==> src/rtl/key_scan_pkg.sv <==
// Shared types and constants for the key matrix scanner: FSM state encoding,
// code-width helper and auto-repeat timing.
package key_scan_pkg;

  typedef enum logic [2:0] {
    ST_IDLE,
    ST_SCAN,
    ST_DEBOUNCE,
    ST_HELD,
    ST_REL_DB
  } scan_state_e;

  localparam int REPEAT_FIRST_TICKS = 32;
  localparam int REPEAT_NEXT_TICKS  = 8;

  function automatic int kw_f(input int n);
    return (n < 2) ? 1 : $clog2(n);
  endfunction

endpackage

==> src/rtl/key_scan_tick.sv <==
// Free-running divider producing a one-clk scan tick every SCAN_DIV cycles.
module key_scan_tick #(
  parameter int SCAN_DIV = 100
) (
  input  logic clk,
  input  logic reset,
  output logic tick
);
  localparam int DW = $clog2(SCAN_DIV);
  localparam logic [DW-1:0] LAST = DW'(SCAN_DIV - 1);

  logic [DW-1:0] cnt_q, cnt_d;

  always_comb begin
    cnt_d = (cnt_q == LAST) ? '0 : cnt_q + DW'(1);
  end

  always_ff @(posedge clk) begin
    if (reset) cnt_q <= '0;
    else       cnt_q <= cnt_d;
  end

  assign tick = (cnt_q == LAST);

endmodule

==> src/rtl/key_matrix_scan.sv <==
// Single-key matrix scanner with press/release debounce and a 1-entry event buffer.
// Optional KEY_REPEAT_EN: auto-repeat press events while a key is held.
module key_matrix_scan
  import key_scan_pkg::*;
#(
  parameter int ROWS           = 4,
  parameter int COLS           = 4,
  parameter int SCAN_DIV       = 100,
  parameter int DEBOUNCE_TICKS = 16,
  localparam int KW            = kw_f(ROWS * COLS)
) (
  input  logic            clk,
  input  logic            reset,
  input  logic [ROWS-1:0] row,
  output logic [COLS-1:0] col,
  output logic            evt_valid,
  input  logic            evt_ready,
  output logic [KW-1:0]   evt_code,
  output logic            evt_press,
  output logic            key_down,
  output logic            ovf
);
  localparam int CW = kw_f(COLS);
  localparam int RW = kw_f(ROWS);
  localparam logic [7:0] DB_LAST = 8'(DEBOUNCE_TICKS);

  scan_state_e     state_q, state_d;
  logic [ROWS-1:0] row_s1_q, row_s2_q;
  logic [COLS-1:0] col_q, col_d;
  logic [CW-1:0]   cidx_q, cidx_d;
  logic [ROWS-1:0] pat_q, pat_d;
  logic [KW-1:0]   code_q, code_d;
  logic [7:0]      cnt_q, cnt_d;
  logic            evt_valid_q, evt_valid_d;
  logic [KW-1:0]   evt_code_q, evt_code_d;
  logic            evt_press_q, evt_press_d;
  logic            key_down_q, key_down_d;
  logic            ovf_q, ovf_d;
  logic            tick, all_high, gen_evt, gen_press;
  logic [RW-1:0]   low_r;
`ifdef KEY_REPEAT_EN
  logic [5:0]      rep_cnt_q, rep_cnt_d;
  logic            rep_first_q, rep_first_d;
`endif

  key_scan_tick #(.SCAN_DIV(SCAN_DIV)) u_tick (
    .clk   (clk),
    .reset (reset),
    .tick  (tick)
  );

  assign all_high = &row_s2_q;

  always_comb begin
    low_r = '0;
    for (int i = ROWS - 1; i >= 0; i--)
      if (!row_s2_q[i]) low_r = RW'(i);
  end

  always_comb begin
    state_d     = state_q;
    col_d       = col_q;
    cidx_d      = cidx_q;
    pat_d       = pat_q;
    code_d      = code_q;
    cnt_d       = cnt_q;
    key_down_d  = key_down_q;
    evt_valid_d = evt_valid_q;
    evt_code_d  = evt_code_q;
    evt_press_d = evt_press_q;
    ovf_d       = ovf_q;
    gen_evt     = 1'b0;
    gen_press   = 1'b0;
`ifdef KEY_REPEAT_EN
    rep_cnt_d   = rep_cnt_q;
    rep_first_d = rep_first_q;
`endif
    case (state_q)
      ST_IDLE: begin
        col_d = '0;
        if (tick && !all_high) begin
          state_d = ST_SCAN;
          cidx_d  = '0;
          col_d   = ~COLS'(1);
        end
      end
      ST_SCAN: if (tick) begin
        if (!all_high) begin
          pat_d   = row_s2_q;
          code_d  = KW'(int'(cidx_q) * ROWS + int'(low_r));
          cnt_d   = '0;
          state_d = ST_DEBOUNCE;
        end else if (cidx_q == CW'(COLS - 1)) begin
          state_d = ST_IDLE;
          col_d   = '0;
        end else begin
          cidx_d = cidx_q + CW'(1);
          col_d  = ~(COLS'(1) << (cidx_q + CW'(1)));
        end
      end
      ST_DEBOUNCE: if (tick) begin
        if (row_s2_q != pat_q) begin
          state_d = ST_IDLE;
          cnt_d   = '0;
          col_d   = '0;
        end else if (cnt_q + 8'd1 == DB_LAST) begin
          state_d    = ST_HELD;
          cnt_d      = '0;
          key_down_d = 1'b1;
          gen_evt    = 1'b1;
          gen_press  = 1'b1;
`ifdef KEY_REPEAT_EN
          rep_cnt_d   = '0;
          rep_first_d = 1'b1;
`endif
        end else begin
          cnt_d = cnt_q + 8'd1;
        end
      end
      // Only an all-released row pattern matters here; extra keys are ignored.
      ST_HELD: if (tick) begin
        if (all_high) begin
          state_d = ST_REL_DB;
          cnt_d   = '0;
        end else begin
`ifdef KEY_REPEAT_EN
          rep_cnt_d = rep_cnt_q + 6'd1;
          if (rep_cnt_q + 6'd1 == (rep_first_q ? 6'(REPEAT_FIRST_TICKS)
                                               : 6'(REPEAT_NEXT_TICKS))) begin
            rep_cnt_d   = '0;
            rep_first_d = 1'b0;
            gen_evt     = 1'b1;
            gen_press   = 1'b1;
          end
`endif
        end
      end
      ST_REL_DB: if (tick) begin
        if (!all_high) begin
          state_d = ST_HELD;
          cnt_d   = '0;
        end else if (cnt_q + 8'd1 == DB_LAST) begin
          state_d    = ST_IDLE;
          cnt_d      = '0;
          col_d      = '0;
          key_down_d = 1'b0;
          gen_evt    = 1'b1;
        end else begin
          cnt_d = cnt_q + 8'd1;
        end
      end
      default: begin
        state_d = ST_IDLE;
        col_d   = '0;
      end
    endcase

    // A slot frees up in the same cycle it is drained, so no bubble on reload.
    if (gen_evt) begin
      if (!evt_valid_q || evt_ready) begin
        evt_valid_d = 1'b1;
        evt_code_d  = code_q;
        evt_press_d = gen_press;
      end else begin
        ovf_d = 1'b1;
      end
    end else if (evt_valid_q && evt_ready) begin
      evt_valid_d = 1'b0;
    end
  end

  always_ff @(posedge clk) begin
    if (reset) begin
      row_s1_q    <= '1;
      row_s2_q    <= '1;
      state_q     <= ST_IDLE;
      col_q       <= '0;
      cidx_q      <= '0;
      pat_q       <= '1;
      code_q      <= '0;
      cnt_q       <= '0;
      key_down_q  <= 1'b0;
      evt_valid_q <= 1'b0;
      evt_code_q  <= '0;
      evt_press_q <= 1'b0;
      ovf_q       <= 1'b0;
`ifdef KEY_REPEAT_EN
      rep_cnt_q   <= '0;
      rep_first_q <= 1'b1;
`endif
    end else begin
      row_s1_q    <= row;
      row_s2_q    <= row_s1_q;
      state_q     <= state_d;
      col_q       <= col_d;
      cidx_q      <= cidx_d;
      pat_q       <= pat_d;
      code_q      <= code_d;
      cnt_q       <= cnt_d;
      key_down_q  <= key_down_d;
      evt_valid_q <= evt_valid_d;
      evt_code_q  <= evt_code_d;
      evt_press_q <= evt_press_d;
      ovf_q       <= ovf_d;
`ifdef KEY_REPEAT_EN
      rep_cnt_q   <= rep_cnt_d;
      rep_first_q <= rep_first_d;
`endif
    end
  end

  assign col       = col_q;
  assign evt_valid = evt_valid_q;
  assign evt_code  = evt_code_q;
  assign evt_press = evt_press_q;
  assign key_down  = key_down_q;
  assign ovf       = ovf_q;

endmodule

==> config.mk <==
export PLATFORM = sky130hd
export DESIGN_NAME = key_matrix_scan
export DESIGN_NICKNAME = d
export VERILOG_FILES = /design/src/rtl/key_scan_pkg.sv /design/src/rtl/key_scan_tick.sv /design/src/rtl/key_matrix_scan.sv
export SDC_FILE = /design/constraint.sdc
export NUM_CORES = 1
export LEC_CHECK = 0
export BUFFER_PORTS_ARGS = -buffer_cell sky130_fd_sc_hd__buf_2
export CAP_MARGIN = 20
export CORE_MARGIN = 5
export CORE_UTILIZATION = 51
export DETAILED_ROUTE_END_ITERATION = 16
export PLACE_DENSITY = 0.69
export SLEW_MARGIN = 15
export SYNTH_ARGS = -nofsm -noshare
export SYNTH_HDL_FRONTEND = slang
export SYNTH_SLANG_ARGS = --single-unit
==> constraint.sdc <==
create_clock -name clk -period 3.3 [get_ports clk]
set_input_delay 0.33 -clock clk [delete_from_list [all_inputs] [get_ports clk]]
set_output_delay 0.33 -clock clk [all_outputs]
set_load 0.02 [all_outputs]
Yosys cells after proc, flatten, opt, wreduce, memory -nomap -nowiden
Cells that the tools add are included.
{"block": "op_classes", "shifts": 1, "n_eq_ne": 26, "addsub": 4, "bitwise_logic": 4, "n_mux": 59, "reduce_logical": 21}
{"cell": "2-to-1 mux 8 bit", "count": 9}
{"cell": "2-to-1 mux 3 bit", "count": 12}
{"cell": "2-to-1 mux 4 bit", "count": 9}
{"cell": "one-hot mux 8 bit (4 select lines)", "count": 1}
{"cell": "!= test 2 bit, second input constant", "count": 14}
{"cell": "one-hot mux 4 bit (5 select lines)", "count": 1}
{"cell": "2-to-1 mux 2 bit", "count": 8}
{"cell": "2-to-1 mux 1 bit", "count": 15}
{"cell": "one-hot mux 3 bit (5 select lines)", "count": 1}
{"cell": "AND reduction 7 bit", "count": 2}
{"cell": "!= test 3 bit, second input constant", "count": 3}
{"cell": "AND reduction 9 bit", "count": 1}
{"cell": "adder 8 x 1 -> 8 bit, second input constant", "count": 1}
{"cell": "== test 8 x 5 -> 1 bit, second input constant", "count": 1}
{"cell": "AND reduction 8 bit", "count": 1}
{"cell": "adder 7 x 1 -> 7 bit, second input constant", "count": 1}
{"cell": "== test 7 bit, second input constant", "count": 1}
{"cell": "== test 3 x 2 -> 1 bit, second input constant", "count": 2}
{"cell": "AND reduction 2 bit", "count": 3}
{"cell": "nonzero test 2 bit", "count": 3}
{"cell": "AND reduction 5 bit", "count": 1}
{"cell": "adder 4 x 2 -> 4 bit", "count": 1}
{"cell": "!= test 4 bit", "count": 1}
{"cell": "NOT 4 bit", "count": 1}
{"cell": "other kinds (17)", "count": 22}
{"block": "word_totals", "elab_cells": 129, "ff_bits": 48, "out_inout_bits": 12, "in_bits": 7}

Logic depth before layout (Yosys ltp)
Gate-level depths: netlist of the first run.
{"block": "logic_depth", "depth_word": 8, "mapped_depth": 8, "depth_no_buf": 6}

Hierarchy
Synthesis of the first run repeated with hierarchy kept, for this count alone.
{"block": "unflattened", "cells_unflattened": 286, "hier_area_um2": 2426.1}
{"module": "key_matrix_scan", "area_per_inst_um2": 2119.5, "seq_area_each_um2": 820.8, "cells_each": 253, "instances": 1}
{"module": "key_scan_tick", "area_per_inst_um2": 306.5, "seq_area_each_um2": 140.1, "cells_each": 33, "instances": 1}

Least setup slack after synthesis of the first run
No wires, ideal clock.
{"block": "synth_path", "path_kind": "register to register", "startpoint": "reg u_tick.cnt_q[0]", "endpoint": "reg col_q[0] (netlist: col[0])", "synth_period_minus_slack_ns": 2.063, "t_required_ns": 3.177, "path_stages_with_launch": 9, "path_buffers": 2, "setup_slack_ns": 1.237, "arrival_time_ns": 1.939, "setup_ns": 0.123, "cell_sequence": "dfxtp_1 -> ha_1 -> and2_1 -> clkbuf_1 -> and2_1 -> buf_6 -> a41o_1 -> o31a_1 -> mux2_1"}
{"block": "synth_via", "elab_chain_cells": 3, "word_cells_on_any_way": 5, "classes_between": "4 x eq/ne; 1 x reduce/logical"}
{"element": "start: declaration", "line_no": "key_scan_tick.sv:12", "source": "logic [DW-1:0] cnt_q, cnt_d;"}
{"element": "start signal: assignment", "line_no": "key_scan_tick.sv:20", "source": "else cnt_q <= cnt_d;"}
{"element": "== test 7 bit (*)", "line_no": "key_scan_tick.sv:23", "source": "assign tick = (cnt_q == LAST);"}
{"element": "!= test 2 bit (no source line)"}
{"element": "AND reduction 8 bit (no source line) (*)"}
{"element": "end signal: assignment", "line_no": "key_matrix_scan.sv:195", "source": "col_q <= col_d;"}
{"element": "end: declaration", "line_no": "key_matrix_scan.sv:29", "source": "logic [COLS-1:0] col_q, col_d;"}
Every way passes the cells marked *; elsewhere a longest branch is shown, timed or not.
A chain may end at the register's enable or synchronous reset.

Worst setup path in the final report of the first run
Ends and elaborated chain as after synthesis.

==> results of run 1 <==
==> cell type report <==
cell class / instances / area (um^2) / share of cell area [%]
clock buffers: 5 / 68.82 / 2.536
clock inverters: 3 / 47.55 / 1.752
inverters: 6 / 22.52 / 0.8299
multi-input cells: 209 / 1440 / 53.07
flip-flops and latches: 48 / 960.9 / 35.41
well taps: 67 / 83.83 / 3.089
repair buffers: 18 / 90.09 / 3.320
==> layer usage <==
layer / vias up / track usage (%)
met1: 948 / 21.21
met3: 7 / 3.587
li1: 1018 / -
met5: - / 0
met2: 27 / 27.73
met4: 0 / 5.912
==> cell usage in the layout (no fill, tap or decap), drive strengths merged, types with 2 or more instances in the layout <==
master    n
xor2      8
nand4b    4
or2       8
nor3b     4
dfxtp    48
o31ai     2
a31oi     5
and3      2
nand2b   11
nand3b    2
mux2      4
a21o      2
o21bai    3
clkinv    2
or3b      3
mux2i     6
and2      3
nor3     11
or3       5
ha        5
a21bo     5
a2111oi   2
inv       6
o2bb2ai   2
clkbuf    5
nand4     4
nor2b     4
o21ai    11
o211ai    2
a21oi    17
nand3    17
nand2    21
nor2     20
a311oi    2
buf      18
==> cell usage after synthesis (all sizes together) (2+ instances only) <==
library cell / count
or3: 5
and3: 2
nor2b: 4
or3b: 3
o21bai: 3
a21oi: 17
mux2i: 6
o2bb2ai: 2
nand4: 4
nor3: 11
dfxtp: 48
and2: 3
a311oi: 2
a31oi: 5
or2: 8
nand3: 17
inv: 6
o211ai: 2
ha: 5
a2111oi: 2
nor2: 20
clkbuf: 8
nand3b: 2
o31ai: 2
nand2b: 11
xor2: 8
nor3b: 4
mux2: 4
buf: 7
o21ai: 11
a21o: 2
a21bo: 5
nand4b: 4
nand2: 21
==> worst max-delay path by stage <==
stage,from,endpoint,depth (start not counted)
2_1_floorplan,u_tick.cnt_q[0],col[0],8
3_3_place_gp,u_tick.cnt_q[0],cnt_q[0],6
3_5_place_dp,u_tick.cnt_q[0],col[0],6
4_1_cts,u_tick.cnt_q[0],cnt_q[0],6
5_1_grt,u_tick.cnt_q[0],cnt_q[0],6
6_report,u_tick.cnt_q[0],col[0],6
==> metrics by stage <==
stage	instance area (um^2)	power, mW	utilization, %
6_report	2714	1.061	57.08
3_5_place_dp	2597	0.6452	54.63
2_1_floorplan	2507	0.6349	-
5_1_grt	2714	1.113	57.08
4_1_cts	2714	1.079	57.08
3_3_place_gp	2597	0.6440	54.63
==> power by group through the flow <==
stage	clock, mW	combinational, mW	sequential, mW
after floorplan	0	0.0296	0.605
after global placement	0	0.0378	0.606
after detailed placement	0	0.0384	0.607
after CTS	0.447	0.0385	0.593
after global routing	0.475	0.0434	0.595
final	0.430	0.0377	0.593
==> cells by family after synthesis <==
group | Yosys count
muxes | 10
DFF | 48
and+or+nand+nor | 124
xor gates and xnor gates | 9
buffers and inverters | 21
AOI/OAI and AO/OA | 61
adders and majority gates | 5
==> flip-flops by register name, indices dropped and copies added (netlist names), 2 cells and up <==
signal	count
row_s2_q	4
code_q	4
row_s1_q	4
evt_code	4
u_tick.cnt_q	7
col	4
cnt_q	8
pat_q	4
cidx_q	2
state_q	3
==> worst max-delay path, cell delays in order (launching register included) <==
cell and delay [ns]:
dfxtp_1 0.39, ha_1 0.23, and2_1 0.30, and2_1 0.57, a41o_1 0.29, o31a_1 0.19
mux2_1 0.32
==> flow_summary.toml, run 1 <==
[floorplan]
initial_core_util_pct = 52.74
fp.dieArea_mm2 = 0.006418
core_mm2 = 0.004755
rows = 25
die_w_um = 80.12
die_h_um = 80.12
io_pins = 19

[hold_path]
hold_class = "in2reg"
hp-start = "row[0]"
hold_end = "row_s1_q[0]"
min_path_cells = 2

[synth]
synthCells = 278
synth-compound-area-share_pct = 18.71
synth_top_area_share_pct = 38.32
synth-adder-area-share_pct = 2.495
synthSimpleGateAreaFrac_pct = 28.39
synth-edff-count = 0
ys_ff_latch = 48
synthesis.area_mm2 = 0.002507
async_flop_share_pct = 0
synth_nets = 290
synth_seq_area_share_pct = 38.32
syn_area_per_cell_um2 = 9.019
synth_top_family_by_area = "simple AND/OR/NAND/NOR gates"
synth_top_area_cell = "dfxtp_1"
synth.area.mux_share_pct = 4.691
ys_top_cells_by_area = "dfxtp_1 38%, a21oi_1 3.4%, nand3_1 3.2%"
synth-main-ff-cell = "dfxtp_1"
yosys_warnings = 0
synth_xor_area_share_pct = 3.144
ys_types = 62

[worst_setup_path]
rrSetupSlack_ns = 0.90
startpoint_type = "register"
ff2ff_path_depth = 6
cp.arrival_ns = 2.59
end_kind = "register"
required_ns = 3.50
worstPathMaxFanout = 15
reg2reg_from = "u_tick.cnt_q[0]"
crit_type = "reg2reg"
r2r-end = "col[0]"

[run]
timing.max_cap.violations = 0

[routing]
met3_length_um = 149
drc_errors = 0
m1WireLength_um = 2259
drtPass1Iterations = 4
wl_met2_um = 2305
routedWlPerCell_um = 13.44
routed_wl_um = 4785
via_count = 2000
top_layer_used = "met4"
drt_iter0_drc = 113
post_drt_via_cell_ratio = 5.618
ant_nets = 0

[pwr]
pwr-share-clk_pct = 40.6
power_density_mw_per_mm2 = 391.1
switching_share_pct = 21.79
power.internal_uw = 830.1
power.switching_uw = 231.2
leakage_nw = 0.9742
pwr-share-seq_pct = 55.9
ir_worst_vdd_uv = 337.9
comb_power_share_pct = 3.6

[sta]
rsz0062_at_grt = "no"
setup_slack_ns = 0.9042
whs_ns = 0.1969
max-slew-margin-rel_pct = 37.94
fmax_ghz = 0.4174
finalSetupTns_ns = 0
fin_crit_sh_pct = 72.60
drv_slew = 0
setup_viol = 0
finalHoldViolCount = 0
worst_pin_slew_ns = 0.9309
min_period_ns = 2.396
skew_ns = 0.008065

[cts]
root_buffer = "clkbuf_8"
cts_setup_buffers = 0
cts_tree = "built"
cts.reportedPaths.clkPinSlew_ns = 0.09
clock_latency_ns = 0.31
clockBufferDepth = 2
cts_sinks = 48
cts_max_level = 2
postCtsHoldBufs = 0
cts-resized-gates = 0
cts_inserted_buffers = 5

[global_routing]
grt_antenna_before_repair = 0
grt_usage_pct = 16.68
grt_pass1_wl_um = 8542
grt_max_degree = 60
grt_overflow = 0
grt_pass1_vias = 1915

[cells_and_area]
syn_to_final_growth_pct = 8.233
layout-drive-gt1-share_pct = 19.38
nNetsFinal = 300
fin_cells = 356
nFillCells = 456
antennaDiodeCount = 0

[place]
dp_slack_ns = 0.9255
place_inst = 348
hpwl_um = 3397
place_congestion = 0.8319
port_buffers = 18

[outcome]
outcome = "completed"
Power figures use the tool's default switching activity.
==> run 2: changes to the inputs <==
==> constraint.sdc (replaced) <==
create_clock -name clk -period 2.4 [get_ports clk]
set_input_delay 0.24 -clock clk [delete_from_list [all_inputs] [get_ports clk]]
set_output_delay 0.24 -clock clk [all_outputs]
set_load 0.02 [all_outputs]
==> flow_summary.toml, run 2 (synthesized netlist as in run 1, its figures left out) <==
[routing]
drt_iter0_drc = 132
post_drt_via_cell_ratio = 5.538
ant_nets = 0
drc_errors = 0
via_count = 2038
routedWlPerCell_um = 13.70
drtPass1Iterations = 4
routed_wl_um = 5043

[floorplan]
die_w_um = 80.12
initial_core_util_pct = 52.74
rows = 25
core_mm2 = 0.004755
fp.dieArea_mm2 = 0.006418
die_h_um = 80.12
io_pins = 19

[pwr]
leakage_nw = 1.032
ir_worst_vdd_uv = 423.4
power_density_mw_per_mm2 = 527.8
total_power_mw = 1.479

[sta]
rsz0062_at_grt = "no"
fin_crit_sh_pct = 93.75
worst_pin_slew_ns = 0.6490
finalHoldViolCount = 0
max-slew-margin-rel_pct = 56.74
skew_ns = 0.007044
setup_slack_ns = 0.1499
whs_ns = 0.1090
setup_viol = 0
fmax_ghz = 0.4444
min_period_ns = 2.250
finalSetupTns_ns = 0
drv_slew = 0

[global_routing]
grt_overflow = 0
grt_usage_pct = 16.88
grt_antenna_before_repair = 0
grt_pass1_vias = 1922
grt_max_degree = 43
grt_pass1_wl_um = 8749

[place]
place_inst = 360
hpwl_um = 3649
dp_slack_ns = 0.1949
place_congestion = 0.8369
placed_area_mm2 = 0.002688
port_buffers = 18

[cts]
cts-resized-gates = 0
clock_latency_ns = 0.30
clockBufferDepth = 2
postCtsHoldBufs = 0
cts_max_level = 2
cts_sinks = 48
root_buffer = "clkbuf_8"
cts.reportedPaths.clkPinSlew_ns = 0.09
cts_tree = "built"
cts_inserted_buffers = 5
cts_setup_buffers = 0

[worst_setup_path]
required_ns = 2.60
startpoint_type = "register"
worstPathMaxFanout = 8
end_kind = "register"
critPathMaxStageDelay_ns = 0.47
slowest_stage = "a2111oi_2"
cp.arrival_ns = 2.45
path_cells = "ha_1 -> and2_1 -> a41oi_1 -> a2111oi_2 -> o31a_1 -> mux2_1"
ff2ff_path_depth = 6
crit_type = "reg2reg"

[hold_path]
min_path_cells = 2
hold_class = "in2reg"

[cells_and_area]
stdcell_area_mm2 = 0.002803
final_cell_mix = "48 x dfxtp_1, 21 x nand2_1, 20 x nor2_1"
nNetsFinal = 312
regMostFlops = "cnt_q"
antennaDiodeCount = 0
reg_top3 = "cnt_q: 8 flops, u_tick.cnt_q: 7 flops"
largest_register_ffs = 8
final_common_cell = "dfxtp_1"
utilization_pct = 58.95
layout-drive-gt1-share_pct = 22.59
syn_to_final_growth_pct = 11.78
fin_cells = 368

[outcome]
outcome = "completed"

[run]
timing.max_cap.violations = 0
-- run 2: cell types whose count changed in the layout (fill, tap and decap cells not counted), sizes merged --
cell      previous run  this run
buf                 18        30
clkinv               2         0
clkinvlp             0         1
inv                  6         7
-- run 2: critical path, delay by kind of cell, from the launching register on --
| kind | cells | cell delay (ns) |
|---|---|---|
| AOI/OAI and AO/OA | 3 | 0.91 |
| DFF | 1 | 0.38 |
| muxes | 1 | 0.32 |
| and+or+nand+nor | 1 | 0.31 |
| adders and majority gates | 1 | 0.22 |
-- run 2: path summary, 6_finish.rpt --
kind                    from     endpoint  slack (ns)
max          u_tick.cnt_q[0]       col[0]        0.15
min                   row[0]  row_s1_q[0]        0.11
max reg2reg  u_tick.cnt_q[0]       col[0]        0.15
min reg2reg      row_s1_q[3]  row_s2_q[3]        0.42
-- run 2: final cells by class --
type / instances / area [um^2]
fillers: 428 / 1952
multi-input cells: 209 / 1440
flip-flops and latches: 48 / 960.9
repair buffers: 30 / 180.2
well taps: 67 / 83.83
clock buffers: 5 / 68.82
clock inverters: 3 / 46.29
inverters: 6 / 22.52
-- run 2: metal layers --
metal	track usage, %	wire [um]	vias to the layer above
li1	-	-	1042
met1	22.86	2518	951
met2	27.24	2319	39
met3	3.027	154	6
met4	5.236	51	0
met5	0	0	-
-- run 2: power by group --
part | switching [mW] | internal, mW | total [mW]
Combinational | 0.0330 | 0.0282 | 0.0613
Clock | 0.288 | 0.314 | 0.602
Sequential | 0.00915 | 0.806 | 0.815
Total | 0.331 | 1.15 | 1.48
==> run 3: changes to the inputs <==
--- a/config.mk
+++ b/config.mk
@@ -10,7 +10,7 @@
 export CORE_MARGIN = 5
 export CORE_UTILIZATION = 51
 export DETAILED_ROUTE_END_ITERATION = 16
-export PLACE_DENSITY = 0.69
+export PLACE_DENSITY = 0.74
 export SLEW_MARGIN = 15
 export SYNTH_ARGS = -nofsm -noshare
 export SYNTH_HDL_FRONTEND = slang
==> flow_summary.toml, run 3 (synthesized netlist as in run 1, its figures left out) <==
[cts]
cts-resized-gates = 0
cts_tree = "built"
root_buffer = "clkbuf_8"
cts_sinks = 48
clock_latency_ns = 0.30
cts.reportedPaths.clkPinSlew_ns = 0.09
cts_max_level = 2
cts_setup_buffers = 0
clockBufferDepth = 2
cts_inserted_buffers = 5
postCtsHoldBufs = 0

[hold_path]
hold_class = "in2reg"

[sta]
drv_slew = 0
fin_crit_sh_pct = 89.70
max-slew-margin-rel_pct = 38.74
finalSetupTns_ns = 0
setup_slack_ns = 0.2471
whs_ns = 0.1198
finalHoldViolCount = 0
fmax_ghz = 0.4645
min_period_ns = 2.153
setup_viol = 0
worst_pin_slew_ns = 0.9189
skew_ns = 0.009079
rsz0062_at_grt = "no"

[floorplan]
die_w_um = 80.12
io_pins = 19
core_mm2 = 0.004755
rows = 25
die_h_um = 80.12
fp.dieArea_mm2 = 0.006418
initial_core_util_pct = 52.74

[routing]
routedWlPerCell_um = 13.36
drc_errors = 0
post_drt_via_cell_ratio = 5.538
ant_nets = 0
drt_iter0_drc = 94
drtPass1Iterations = 4
via_count = 2027
routed_wl_um = 4890

[cells_and_area]
antennaDiodeCount = 0
nFillCells = 431
layout-drive-gt1-share_pct = 22.41
regMostFlops = "cnt_q"
largest_register_ffs = 8
final_common_cell = "dfxtp_1"
reg_top3 = "cnt_q: 8 flops, u_tick.cnt_q: 7 flops"
syn_to_final_growth_pct = 11.03
final_cell_mix = "48 x dfxtp_1, 21 x nand2_1, 20 x nor2_1"
fin_cells = 366
utilization_pct = 58.55
nNetsFinal = 310

[outcome]
outcome = "completed"

[global_routing]
grt_pass1_wl_um = 8866
grt_antenna_before_repair = 0
grt_max_degree = 60
grt_usage_pct = 17.21
grt_pass1_vias = 1922
grt_overflow = 0

[worst_setup_path]
startpoint_type = "register"
cp.arrival_ns = 2.38
path_cells = "nor4b_4 -> and2_1 -> o21ai_4 -> or4_1 -> a21oi_1"
required_ns = 2.63
worstPathMaxFanout = 9
crit_type = "reg2reg"
path_delay_family = "simple AND/OR/NAND/NOR gates"
critPathMaxStageDelay_ns = 0.52
slowest_stage = "or4_1"
critPathBufInv = 0
end_kind = "register"

[place]
dp_slack_ns = 0.1529
place_congestion = 0.8930
port_buffers = 18
hpwl_um = 3615
place_inst = 358

[pwr]
power.switching_uw = 310.5
comb_power_share_pct = 4.1
switching_share_pct = 22.58
ir_worst_vdd_uv = 323.3
pwr-share-seq_pct = 59.3
pwr-share-clk_pct = 36.5
leakage_nw = 1.012
power.internal_mw = 1.065
power_density_mw_per_mm2 = 494.0

[run]
timing.max_cap.violations = 0
==> run 3: cell count changes in the layout (fill, tap and decap cells not counted), sizes merged <==
cell / before / now
bufinv: 1 / 0
inv: 7 / 6
clkbuf: 5 / 6
buf: 30 / 28
clkinvlp: 1 / 2
==> run 3: path summary, 6_finish.rpt <==
kind	depth (start not counted)	startpoint	end	slack, ns
worst max-delay path	5	u_tick.cnt_q[3]	cnt_q[0]	0.25
worst min-delay path	2	row[2]	row_s1_q[2]	0.12
worst max register to register	5	u_tick.cnt_q[3]	cnt_q[0]	0.25
worst min register to register	1	row_s1_q[1]	row_s2_q[1]	0.42
==> run 3: per-layer routing <==
| metal | track usage [%] | part of all wire (%) |
|---|---|---|
| met1 | 22.08 | 47 |
| met2 | 28.48 | 48 |
| met3 | 3.924 | 3.5 |
| met4 | 5.574 | 1.4 |
| met5 | 0 | 0 |
==> run 3: worst register-to-register path: cells and delay by family, from the launching register on <==
family	cells	cell delay, ns
AND/OR/NAND/NOR	3	1.41
flip-flops	1	0.39
AO/OA/AOI/OAI	2	0.29
==> run 3: cell type report <==
type | instances | area [um^2] | area share [%]
Inverter | 6 | 22.52 | 0.8090
Tap cell | 67 | 83.83 | 3.011
Clock inverter | 2 | 15.01 | 0.5393
Multi-Input combinational cell | 209 | 1454 | 52.22
Sequential cell | 48 | 960.9 | 34.52
Timing Repair Buffer | 28 | 165.2 | 5.933
Clock buffer | 6 | 82.58 | 2.966
==> run 3: through the flow <==
| stage | power (mW) | cell area (um^2) |
|---|---|---|
| after detailed placement | 0.8917 | 2673 |
| after global placement | 0.8904 | 2673 |
| final | 1.375 | 2784 |
| after global routing | 1.437 | 2784 |
| after CTS | 1.392 | 2770 |
| after floorplan | 0.8730 | 2507 |
==> run 3: power groups by stage <==
stage	registers, mW	clock network, mW	logic, mW
floorplan	0.832	0	0.0408
global placement	0.834	0	0.0568
detailed placement	0.835	0	0.0570
CTS	0.816	0.519	0.0570
global route	0.818	0.556	0.0638
finish	0.816	0.502	0.0569
